**src/rtl/free_list.sv**
```systemverilog
// Physical-register free list for the rename stage.
// Circular buffer with speculative head, committed head and insert tail.
module free_list #(
    parameter int N_WAY   = 3,
    parameter int N_PR    = 64,
    parameter int N_AR    = 32,
    parameter int PR_BITS = 6,
    parameter int N_FL    = N_PR - N_AR,
    parameter int PW      = $clog2(N_FL),
    parameter int FCW     = $clog2(N_FL) + 1
) (
    input  logic                     clock,
    input  logic                     reset,
    input  logic [N_WAY-1:0]         alloc_req,
    input  logic                     rollback,
    input  logic [N_WAY-1:0]         retire_valid,
    input  logic [N_WAY*PR_BITS-1:0] retire_told,
    output logic [N_WAY*PR_BITS-1:0] pr_freelist,
    output logic [FCW-1:0]           free_count,
    output logic                     dispatch_stall,
    output logic                     fl_error
);

    localparam int CW = $clog2(N_WAY + 1);

    logic [PR_BITS-1:0] fl_q [N_FL];
    logic [PW-1:0]      head_q, head_d;
    logic [PW-1:0]      arch_head_q, arch_head_d;
    logic [PW-1:0]      tail_q, tail_d;
    logic [FCW-1:0]     count_q, count_d;
    logic               err_q, err_d;

    logic [CW-1:0]      alloc_rank [N_WAY];
    logic [CW-1:0]      ret_rank [N_WAY];
    logic [CW-1:0]      rd_off [N_WAY];
    logic [CW-1:0]      k, r, k_acc;
    logic               reject;
    logic [FCW:0]       sum;

    function automatic logic [PW-1:0] ptr_add(
        input logic [PW-1:0] p,
        input logic [CW-1:0] n
    );
        logic [PW:0] s;
        s = {1'b0, p} + (PW+1)'(n);
        if (s >= (PW+1)'(N_FL))
            s = s - (PW+1)'(N_FL);
        return s[PW-1:0];
    endfunction

    // Lane ranks for packing grants and retire writes
    always_comb begin
        k = '0;
        r = '0;
        for (int j = 0; j < N_WAY; j++) begin
            alloc_rank[j] = k;
            ret_rank[j]   = r;
            // idle lanes preview the unpacked slot so an idle group shows head..head+N_WAY-1
            rd_off[j]     = alloc_req[j] ? k : CW'(j);
            k = k + CW'(alloc_req[j]);
            r = r + CW'(retire_valid[j]);
        end
    end

    // Grant read-out from the speculative head
    always_comb begin
        pr_freelist = '0;
        for (int j = 0; j < N_WAY; j++)
            pr_freelist[j*PR_BITS +: PR_BITS] = fl_q[ptr_add(head_q, rd_off[j])];
    end

    // Pointer, count and error next-state
    always_comb begin
        reject      = !rollback && (FCW'(k) > count_q);
        k_acc       = (rollback || reject) ? '0 : k;
        tail_d      = ptr_add(tail_q, r);
        arch_head_d = ptr_add(arch_head_q, r);
        sum         = {1'b0, count_q} - (FCW+1)'(k_acc) + (FCW+1)'(r);
        err_d       = err_q | reject;
        head_d      = ptr_add(head_q, k_acc);
        count_d     = sum[FCW-1:0];
        if (rollback) begin
            head_d  = arch_head_d;
            count_d = FCW'(N_FL);
        end else if (sum > (FCW+1)'(N_FL)) begin
            count_d = FCW'(N_FL);
            err_d   = 1'b1;
        end
    end

    // Pointer and status registers
    always_ff @(posedge clock or negedge reset) begin
        if (!reset) begin
            head_q      <= '0;
            arch_head_q <= '0;
            tail_q      <= '0;
            count_q     <= FCW'(N_FL);
            err_q       <= 1'b0;
        end else begin
            head_q      <= head_d;
            arch_head_q <= arch_head_d;
            tail_q      <= tail_d;
            count_q     <= count_d;
            err_q       <= err_d;
        end
    end

    // Storage: reload identity list on reset, append retired Told in lane order
    always_ff @(posedge clock or negedge reset) begin
        if (!reset) begin
            for (int i = 0; i < N_FL; i++)
                fl_q[i] <= PR_BITS'(N_AR + i);
        end else begin
            for (int j = 0; j < N_WAY; j++)
                if (retire_valid[j])
                    fl_q[ptr_add(tail_q, ret_rank[j])] <=
                        retire_told[j*PR_BITS +: PR_BITS];
        end
    end

    assign free_count     = count_q;
    assign dispatch_stall = count_q < FCW'(N_WAY);
    assign fl_error       = err_q;

endmodule

```
**config.mk**
```make
export PLATFORM = sky130hd
export DESIGN_NAME = free_list
export DESIGN_NICKNAME = d
export VERILOG_FILES = /design/src/rtl/free_list.sv
export SDC_FILE = /design/constraint.sdc
export NUM_CORES = 1
export LEC_CHECK = 0
export ABC_CLOCK_PERIOD_IN_PS = 8480
export CORE_UTILIZATION = 35
export CTS_CLUSTER_SIZE = 8
export DETAILED_ROUTE_END_ITERATION = 6
export PLACE_DENSITY = 0.47
export SYNTH_ARGS = -nofsm -noshare
export SYNTH_HDL_FRONTEND = slang
export SYNTH_SLANG_ARGS = --single-unit
```
**constraint.sdc**
```tcl
create_clock -name clock -period 8.48 [get_ports clock]
set_input_delay 0.848 -clock clock [delete_from_list [all_inputs] [get_ports clock]]
set_output_delay 0.848 -clock clock [all_outputs]
set_load 0.05 [all_outputs]
```
==> results_dict.tcl <==
set metrics [dict create \
    cap_violations 0 \
    worstPathCellList "clkdlybuf4s50_1, inv_1, ha_1, inv_1, ha_1, ha_4, inv_1, fa_2, nand3b_1, xnor2_4, mux2i_1, a22o_1, a221oi_1, clkdlybuf4s50_1" \
    finalNonFillerCells 2353 \
    whs_ps 269.3 \
    ys.warnings.count 0 \
    finalMaxSlewViolations 0 \
    status "completed" \
    max-vdd-ir-drop_mv 0.4079 \
    placed_cell_area_mm2 0.02059 \
    fmax_mhz 152.0 \
    worst_pin_slew_ps 1247 \
    nFillCells 5213 \
    layout_min_cycle_time_ps 6578 \
    end_kind "primary output" \
    cp_common_cell "inv_1" \
    ys.flop_type "dfstp_2" \
    syn_inst 1602 \
    drive_above_1_share_pct 56.97 \
    finalSetupTns_ps 0 \
    gp_congestion 0.9622 \
    synth_fp_nets 1668 \
    vias 14938 \
    num_io_pins 53 \
    synth_area_leader_cell "mux2_2" \
    cts_buffer_depth 3 \
    antenna_found_initial 0 \
    grt_max_degree 108 \
    dp_cells 2295 \
    finalHoldViolCount 0 \
    synth_common_cells "mux2_2, mux4_2, dfstp_2, dfrtp_1, mux2i_1" \
    power.leakage_uw 0.008083 \
    dr.pass1.iters 7 \
    cts_tree "done" \
    port_buffers 52 \
    grt_usage_pct 28.00 \
    critPathRequiredTime_ps 7630 \
    hpwl_um 54030 \
    grt_pass1_vias 14576 \
    die_x_um 237.5 \
    ys_async_sr_fraction_pct 100.0 \
    clkTransAtPathRegs_ps 60 \
    postCtsResizedCells 0 \
    r2r_end "fl_q[51]" \
    clk-insertion-delay-late_ps 600 \
    die_h_um 237.5 \
    critical_path_class "in2out" \
    multiInputGateArea_mm2 0.01330 \
    viasPerCell 6.348 \
    ctsHoldBuffers 0 \
    start_util_pct 35.72 \
    htreeDepth 1 \
    fin_nets 1655 \
    crit_path_max_fanout 24 \
    cts-root-buf "clkbuf_16" \
    synth_edf_count 0 \
    reg2reg_from "tail_q[0]" \
    yosys.cell_types.count 63 \
    synth_area_mm2 0.01941 \
    postCtsSetupBuffers 0 \
    powerDensity_mw_per_mm2 497.2 \
    synth_most_common_cell "mux2_2" \
    cts_made_buffers 31 \
    drt-initial-drc-count 1597 \
    startpoint_type "primary input" \
    r2r_slack_ps 4560 \
    die_area_mm2 0.05642 \
    ys_top_cells_by_area "mux2_2, dfstp_2, mux4_2" \
    syn_avg_cell_area_um2 12.12 \
    fin_crit_sh_pct 77.57 \
    fin_skew_ps 23.39 \
    final_area_mm2 0.02150 \
    drc 0 \
    core_region_area_mm2 0.05435 \
    rows 85 \
    slew_headroom_pct 16.84 \
    ant_nets 0 \
    crit_slowest_cell "xnor2_4" \
    reg2reg_depth 5 \
    area_growth_pct 10.74 \
    critPathArrivalTime_ps 5730 \
    grt_pass1_wl_um 113300 \
    max_stage_delay_ps 940 \
    seq_area_mm2 0.005500 \
    routed_wirelength_um 78970 \
    grt_overflow 0 \
    cts.sinks 214 \
    post_drt_wl_per_cell_um 33.56 \
    yosysSeqAreaShare_pct 28.31 \
    setup_viol 0 \
    ys_seq_elements 214 \
    rsz0062_at_grt "false" \
    netlist.area_leader.share_pct 33.52 \
    hp-class "in2async" \
]
-- per-stage QoR --
stage / util [%] / power, µW / worst slack (ps)
floorplan: - / 7183 / 3294
detailed placement: 37.88 / 9330 / 1958
global placement: 37.88 / 9256 / 2006
global route: 39.56 / 11120 / 1649
finish: 39.56 / 10690 / 1902
CTS: 39.56 / 10580 / 1967
-- critical path, delay by kind of cell --
family	cells	cell delay (ps)
multiplexers	1	220
adder cells (fa/ha/maj)	4	1010
AND/OR/NAND/NOR	1	270
AO/OA/AOI/OAI	2	780
XOR/XNOR	1	940
buffers and inverters	5	1630
-- flip-flops by register name, summed over array words and instances (netlist names) --
| register | flops |
|---|---|
| arch_head_q | 5 |
| fl_q | 192 |
| tail_q | 5 |
| free_count | 6 |
| head_q | 5 |
| fl_error | 1 |
-- placed cells by master, fill, tap and decap left out, types with 6 or more instances in the layout --
master | synthesis | routed
mux2_2 | 578 | 578
mux4_2 | 126 | 126
dfstp_2 | 113 | 113
dfrtp_1 | 101 | 100
mux2i_1 | 82 | 82
nor2_1 | 68 | 68
nand2_1 | 52 | 52
clkdlybuf4s50_1 | 0 | 51
nand3_1 | 37 | 37
buf_4 | 10 | 34
clkbuf_16 | 0 | 31
ha_1 | 30 | 27
clkbuf_1 | 81 | 22
inv_1 | 21 | 21
nor3_1 | 20 | 20
o22ai_1 | 18 | 18
a32oi_1 | 18 | 18
a22oi_1 | 18 | 18
and2_1 | 15 | 15
a21oi_1 | 15 | 15
a211oi_1 | 14 | 14
nand3b_1 | 13 | 13
nand2b_1 | 12 | 12
xnor2_1 | 11 | 11
nor3_2 | 10 | 10
nor2b_1 | 8 | 8
fa_1 | 9 | 8
a22o_1 | 6 | 6
a221oi_1 | 6 | 6
-- how the worst max path moves through the flow --
| stage | startpoint | end | depth (start not counted) |
|---|---|---|---|
| floorplan | alloc_req[0] | pr_freelist[12] | 13 |
| global placement | alloc_req[0] | pr_freelist[12] | 14 |
| detailed placement | alloc_req[0] | pr_freelist[15] | 14 |
| CTS | alloc_req[0] | pr_freelist[15] | 14 |
| global route | alloc_req[0] | pr_freelist[15] | 14 |
| finish | alloc_req[0] | pr_freelist[15] | 14 |
-- cell type report --
cell class	count	share of cell area [%]
well taps	739	4.301
flip-flops and latches	214	25.58
diodes	1	0.01164
clock buffers	55	4.120
inverters	22	0.3841
clock inverters	2	0.1164
repair buffers	86	3.631
multi-input cells	1234	61.85
-- power breakdown --
group | internal, µW | leakage [µW] | switching, µW
Clock | 699 | 0.000436 | 518
Sequential | 1750 | 0.00241 | 929
Combinational | 3330 | 0.00524 | 3470
-- cell families (layout without fill, tap and decap cells) --
kind of cell | count (synthesis) | after routing | synth area share [%]
compound gates | 118 | 118 | 4.537
xor+xnor | 18 | 18 | 0.8507
fa+ha+maj | 39 | 39 | 2.861
buf+inv | 154 | 165 | 3.448
flops | 214 | 214 | 28.31
mux | 786 | 786 | 52.37
other cells | 0 | 1 | 0
simple gates | 273 | 273 | 7.624
-- routing by layer --
| layer | wire (µm) | GRT usage [%] |
|---|---|---|
| met1 | 34900 | 39.42 |
| met5 | 0 | 0 |
| met3 | 5503 | 4.181 |
| met2 | 36320 | 44.51 |
| met4 | 2245 | 7.957 |
Note: power is estimated with default switching activity, not from simulation.
==> variant 1: new RTL, config.mk and constraints unchanged <==
Set the parameter `N_AR` to 16 (it was 32).
--- a/src/rtl/free_list.sv
+++ b/src/rtl/free_list.sv
@@ -3,7 +3,7 @@
 module free_list #(
     parameter int N_WAY   = 3,
     parameter int N_PR    = 64,
-    parameter int N_AR    = 32,
+    parameter int N_AR    = 16,
     parameter int PR_BITS = 6,
     parameter int N_FL    = N_PR - N_AR,
     parameter int PW      = $clog2(N_FL),
Interface: changed (resized free_count); port bits go from 53 to 54. No check against the original RTL was run, so the function may have changed too.
==> variant 1 against the unedited design <==
Routed wire length is 60% higher. Sequential cell count up 100. Register-to-register slack lost 0.97 ns. Worst setup slack got worse by 0.69 ns. Combinational power increased by 41%. Clock power grew 51%. Total power increased by 42%. Area after synthesis up 46%. Final area grew 44%. Largest power group unchanged.
==> variant 1: results <==
group,metric,value,unit
status,status,"finished clean",
routing,drt-met1-wl,50.2,mm
finish,drive_gt1_frac,0.344,
yosys,yosysSeqAreaShare,0.284,
timing,clock_skew,0.0205,ns
routing,routed.top_layer,"met5",
setup_path,critPathMaxStageDelay,0.89,ns
clocking,post-cts-setup-buffers,0,
finish,nets,2671,
routing,met2_length,57.2,mm
power,intPower,0.00784,W
finish,ff_latch_area,0.00807,mm²
finish,diodes,1,
finish,fill_cells,7723,
power,vdd_drop_max,282,µV
finish,multi_input_gates,2087,
setup_path,cp_max_fo,6,
setup_path,cp_data_arrival_time,6.42,ns
placed_design,port_buffers,53,
placed_design,finalWeightedCongestion,0.969,
routing,drtPass1Iterations,6,
placed_design,place_hpwl,82.6,mm
global_routing,grt_pass1_wl,181,mm
yosys,synth_cell_type_count,77,
finish,clkbuf_count,82,
finish,clkCellAreaFrac,0.0442,
yosys,synthArstFlopShare,1.00,
power,pg_seq,0.00375,W
clocking,ctsResizeCount,0,
yosys,netlist_top_cells_count,"mux2_2, o21ai_0, mux4_2",
finish,n_all_buffers,101,
clocking,htreeDepth,2,
timing,slew_headroom,0.134,
clocking,clock-root-buffer,"clkbuf_16",
finish,largest_register_ffs,288,
yosys,syn-num-nets,2794,
clocking,cts_buffers,46,
global_routing,grt_max_degree,141,
routing,drt_iter0_drc,2970,
global_routing,antenna_found_initial,3,
routing,wl_met3,10.4,mm
power,p_leak,11.6,nW
finish,inv_count,42,
yosys,ys.flop_type,"dfstp_2",
finish,multi_input_area,0.0191,mm²
clocking,cts.clk_slew.worst_paths,0.05,ns
setup_path,r2r-start,"tail_q[1]$_DFF_PN0_",
setup_path,crit_slowest_cell,"clkdlybuf4s50_1",
yosys,yosys_register_bits,314,
finish,final-nonclk-buf-share,0.0276,
routing,drt-total-wl,126,mm
flow_run,maxCapViolCount,0,
routing,via_count,24400,
yosys,yosysWarnings,0,
yosys,yosys-top-cells-area,"mux4_2, dfstp_2, dfrtp_1",
global_routing,grt_usage,0.305,
power,pg_clk,0.00184,W
-- variant 1: logic make-up after synthesis --
kind of cell    after synthesis  share of synthesized area
compound gates              616                      0.126
xor+xnor                     35                     0.0113
fa+ha+maj                    52                     0.0253
buf+inv                     314                     0.0451
flops                       314                      0.284
mux                         806                      0.406
other cells                   1                   0.000132
simple gates                577                      0.101
-- variant 1: path summary, 6_finish.rpt --
path | endpoint | slack, ns | depth (start not counted)
max in group asynchronous | fl_q[142]$_DFF_PN0_ | 6.82 | 2
setup reg to reg | fl_q[205]$_DFF_PN0_ | 3.59 | 12
setup / recovery | pr_freelist[14] | 1.21 | 19
hold reg to reg | arch_head_q[0]$_DFF_PN0_ | 0.53 | 1
hold / removal | fl_error$_DFF_PN0_ | 0.19 | 1
min in group clock | arch_head_q[0]$_DFF_PN0_ | 0.53 | 1
-- variant 1: metrics by stage --
step | cell area, µm² | hold slack [ns] | worst slack (ns) | cells | total power (W)
floorplan | 28400 | 0.492 | 2.89 | 2715 | 0.00991
global placement | 29500 | 0.525 | 1.42 | 3604 | 0.0130
detailed placement | 29500 | 0.527 | 1.29 | 3604 | 0.0132
CTS | 30900 | 0.185 | 1.26 | 3688 | 0.0151
global route | 30900 | 0.202 | 0.985 | 3688 | 0.0158
finish | 30900 | 0.190 | 1.21 | 3689 | 0.0152
-- variant 1: critical path: cells and delay by family --
| kind | cells | cell delay, ns |
|---|---|---|
| buf+inv | 5 | 1.59 |
| fa+ha+maj | 5 | 1.44 |
| compound gates | 3 | 1.17 |
| simple gates | 4 | 0.74 |
| xor+xnor | 1 | 0.32 |
| mux | 1 | 0.29 |
-- variant 1: metal layers --
metal / track usage / vias to the layer above
met5: 0 / -
met4: 0.174 / 2
met3: 0.0568 / 335
met2: 0.473 / 1421
met1: 0.398 / 12600
li1: - / 10100
==> variant 2: new RTL, same settings <==
Without the edit above. Reset style: synchronous (`reset`), changed in 2 clocked blocks.
--- a/src/rtl/free_list.sv
+++ b/src/rtl/free_list.sv
@@ -89,7 +89,7 @@
     end
 
     // Pointer and status registers
-    always_ff @(posedge clock or negedge reset) begin
+    always_ff @(posedge clock) begin
         if (!reset) begin
             head_q      <= '0;
             arch_head_q <= '0;
@@ -106,7 +106,7 @@
     end
 
     // Storage: reload identity list on reset, append retired Told in lane order
-    always_ff @(posedge clock or negedge reset) begin
+    always_ff @(posedge clock) begin
         if (!reset) begin
             for (int i = 0; i < N_FL; i++)
                 fl_q[i] <= PR_BITS'(N_AR + i);
Check against the original RTL: not equivalent (Yosys sat finds a counterexample within 4 cycles, from zero or initial values and one cycle with reset low; the reset may be asserted at any time).
==> variant 2 against the unedited design <==
The run now ends with design-rule violations left. Largest cell class unchanged. Final area is 5.5% lower. Worst setup slack better by 0.24 ns. Area after synthesis is 4.8% lower. Routed wire length is 3.8% higher. Non-clock buffer count is 26 higher. Sequential cell count stayed put.
Power is not compared: it rests on default switching activity, and its combinational part moved more than twofold at a synthesized area within 25%.
==> variant 2: results <==
group,metric,value,unit
yosys,synth_edf_count,192,
clocking,clock-root-buffer,"clkbuf_16",
clocking,cts.clk_slew.worst_paths,0.05,ns
clocking,htreeDepth,1,
placed_design,place_hpwl,57.0,mm
yosys,synth_cell_type_count,82,
status,failed_checks,"design-rule violations",
routing,drt-total-wl,82.0,mm
min_path,whs_path_depth,2,
yosys,synthArstFlopShare,0,
finish,largest_register_ffs,192,
yosys,yosys-top-cells-area,"edfxtp_1, mux4_2, mux2i_1",
finish,diodes,0,
finish,largest-register,"fl_q",
routing,drtPass1Iterations,7,
setup_path,cp_data_arrival_time,5.49,ns
placed_design,dpl-instance-area,0.0194,mm²
setup_path,cp_top_family,"buffers and inverters",
yosys,netlist_top_cells_count,"edfxtp_1, nand2_1, nor2_1",
placed_design,dpl.cell_count,2458,
setup_path,cp_max_fo,26,
placed_design,finalWeightedCongestion,0.955,
setup_path,r2r_cells,7,
power,p_leak,6.42,nW
timing,tightest_slew,1.31,ns
clocking,ctsLongestPathBuffers,3,
setup_path,crit_slowest_cell,"fa_2",
finish,nets,1876,
global_routing,first_global_vias,15600,
clocking,clk_latency,0.58,ns
global_routing,grt_pass1_wl,116,mm
clocking,post-cts-setup-buffers,0,
routing,via_count,16800,
power,p_switching,0.00175,W
status,status,"complete, but fails checks",
yosys,ys.flop_type,"edfxtp_1",
routing,drc,13,
placed_design,port_buffers,52,
yosys,syn_avg_cell_area,9.91,µm²
yosys,yosysSeqAreaShare,0.336,
min_path,hp-class,"reg -> reg",
clocking,cts_buffers,30,
global_routing,grt_usage,0.302,
finish,drive_gt1_frac,0.155,
global_routing,grt_max_degree,49,
routing,avgRoutedWirePerCell,32.6,µm
power,vdd_drop_max,157,µV
setup_path,critPathMaxStageDelay,1.03,ns
timing,clock_skew,0.0119,ns
routing,drt_iter0_drc,2577,
yosys,yosysWarnings,0,
global_routing,antenna_found_initial,2,
clocking,ctsResizeCount,0,
==> variant 2: per-stage QoR <==
stage | utilization | setup WS (ns)
finish | 0.393 | 2.15
global route | 0.393 | 2.03
CTS | 0.393 | 2.20
detailed placement | 0.376 | 2.21
global placement | 0.376 | 2.16
floorplan | - | 3.45
==> variant 2: power by group through the flow <==
stage	Combinational (W)	Clock, W	Sequential, W
after floorplan	0.00129	0	0.00133
after global placement	0.00185	0	0.00134
after detailed placement	0.00186	0	0.00134
after CTS	0.00187	0.00117	0.00132
after global routing	0.00198	0.00121	0.00133
final	0.00188	0.00116	0.00132
==> variant 2: cells by family (layout without fill, tap and decap cells) <==
kind of cell,after synthesis,count (layout),share of synthesized area
AND/OR/NAND/NOR,597,597,0.153
multiplexers,257,257,0.225
buffers and inverters,227,196,0.0556
XOR/XNOR,24,24,0.0144
adder cells (fa/ha/maj),39,39,0.0300
AO/OA/AOI/OAI,507,507,0.187
flip-flops,214,214,0.336
==> variant 2: layout make-up <==
cell class                      instances  area, µm²
Tap cell                              680        851
Fill cell                            5089      31400
Multi-Input combinational cell       1424      11300
Clock buffer                           56        870
Sequential cell                       214       6210
Timing Repair Buffer                  112        941
Inverter                               28        105
==> variant 2: routing by layer <==
metal	part of all wire	GRT usage
met4	0.036	0.0977
met5	0.00015	0
met3	0.14	0.0990
met2	0.41	0.428
met1	0.42	0.431
==> variant 2: final timing paths <==
check                                   end                 startpoint  slack [ns]
hold / removal    arch_head_q[4]$_SDFF_PN0_  arch_head_q[4]$_SDFF_PN0_        0.52
hold reg to reg   arch_head_q[4]$_SDFF_PN0_  arch_head_q[4]$_SDFF_PN0_        0.52
setup reg to reg      fl_q[25][2]$_DFFE_PP_       tail_q[0]$_SDFF_PN0_        4.44
setup / recovery            pr_freelist[16]               alloc_req[0]        2.15
==> variant 2: worst min-delay path: stages, from the launching register on <==
cell     delay [ns]
dfxtp_1        0.32
xor2_1         0.08
nor2_1         0.09
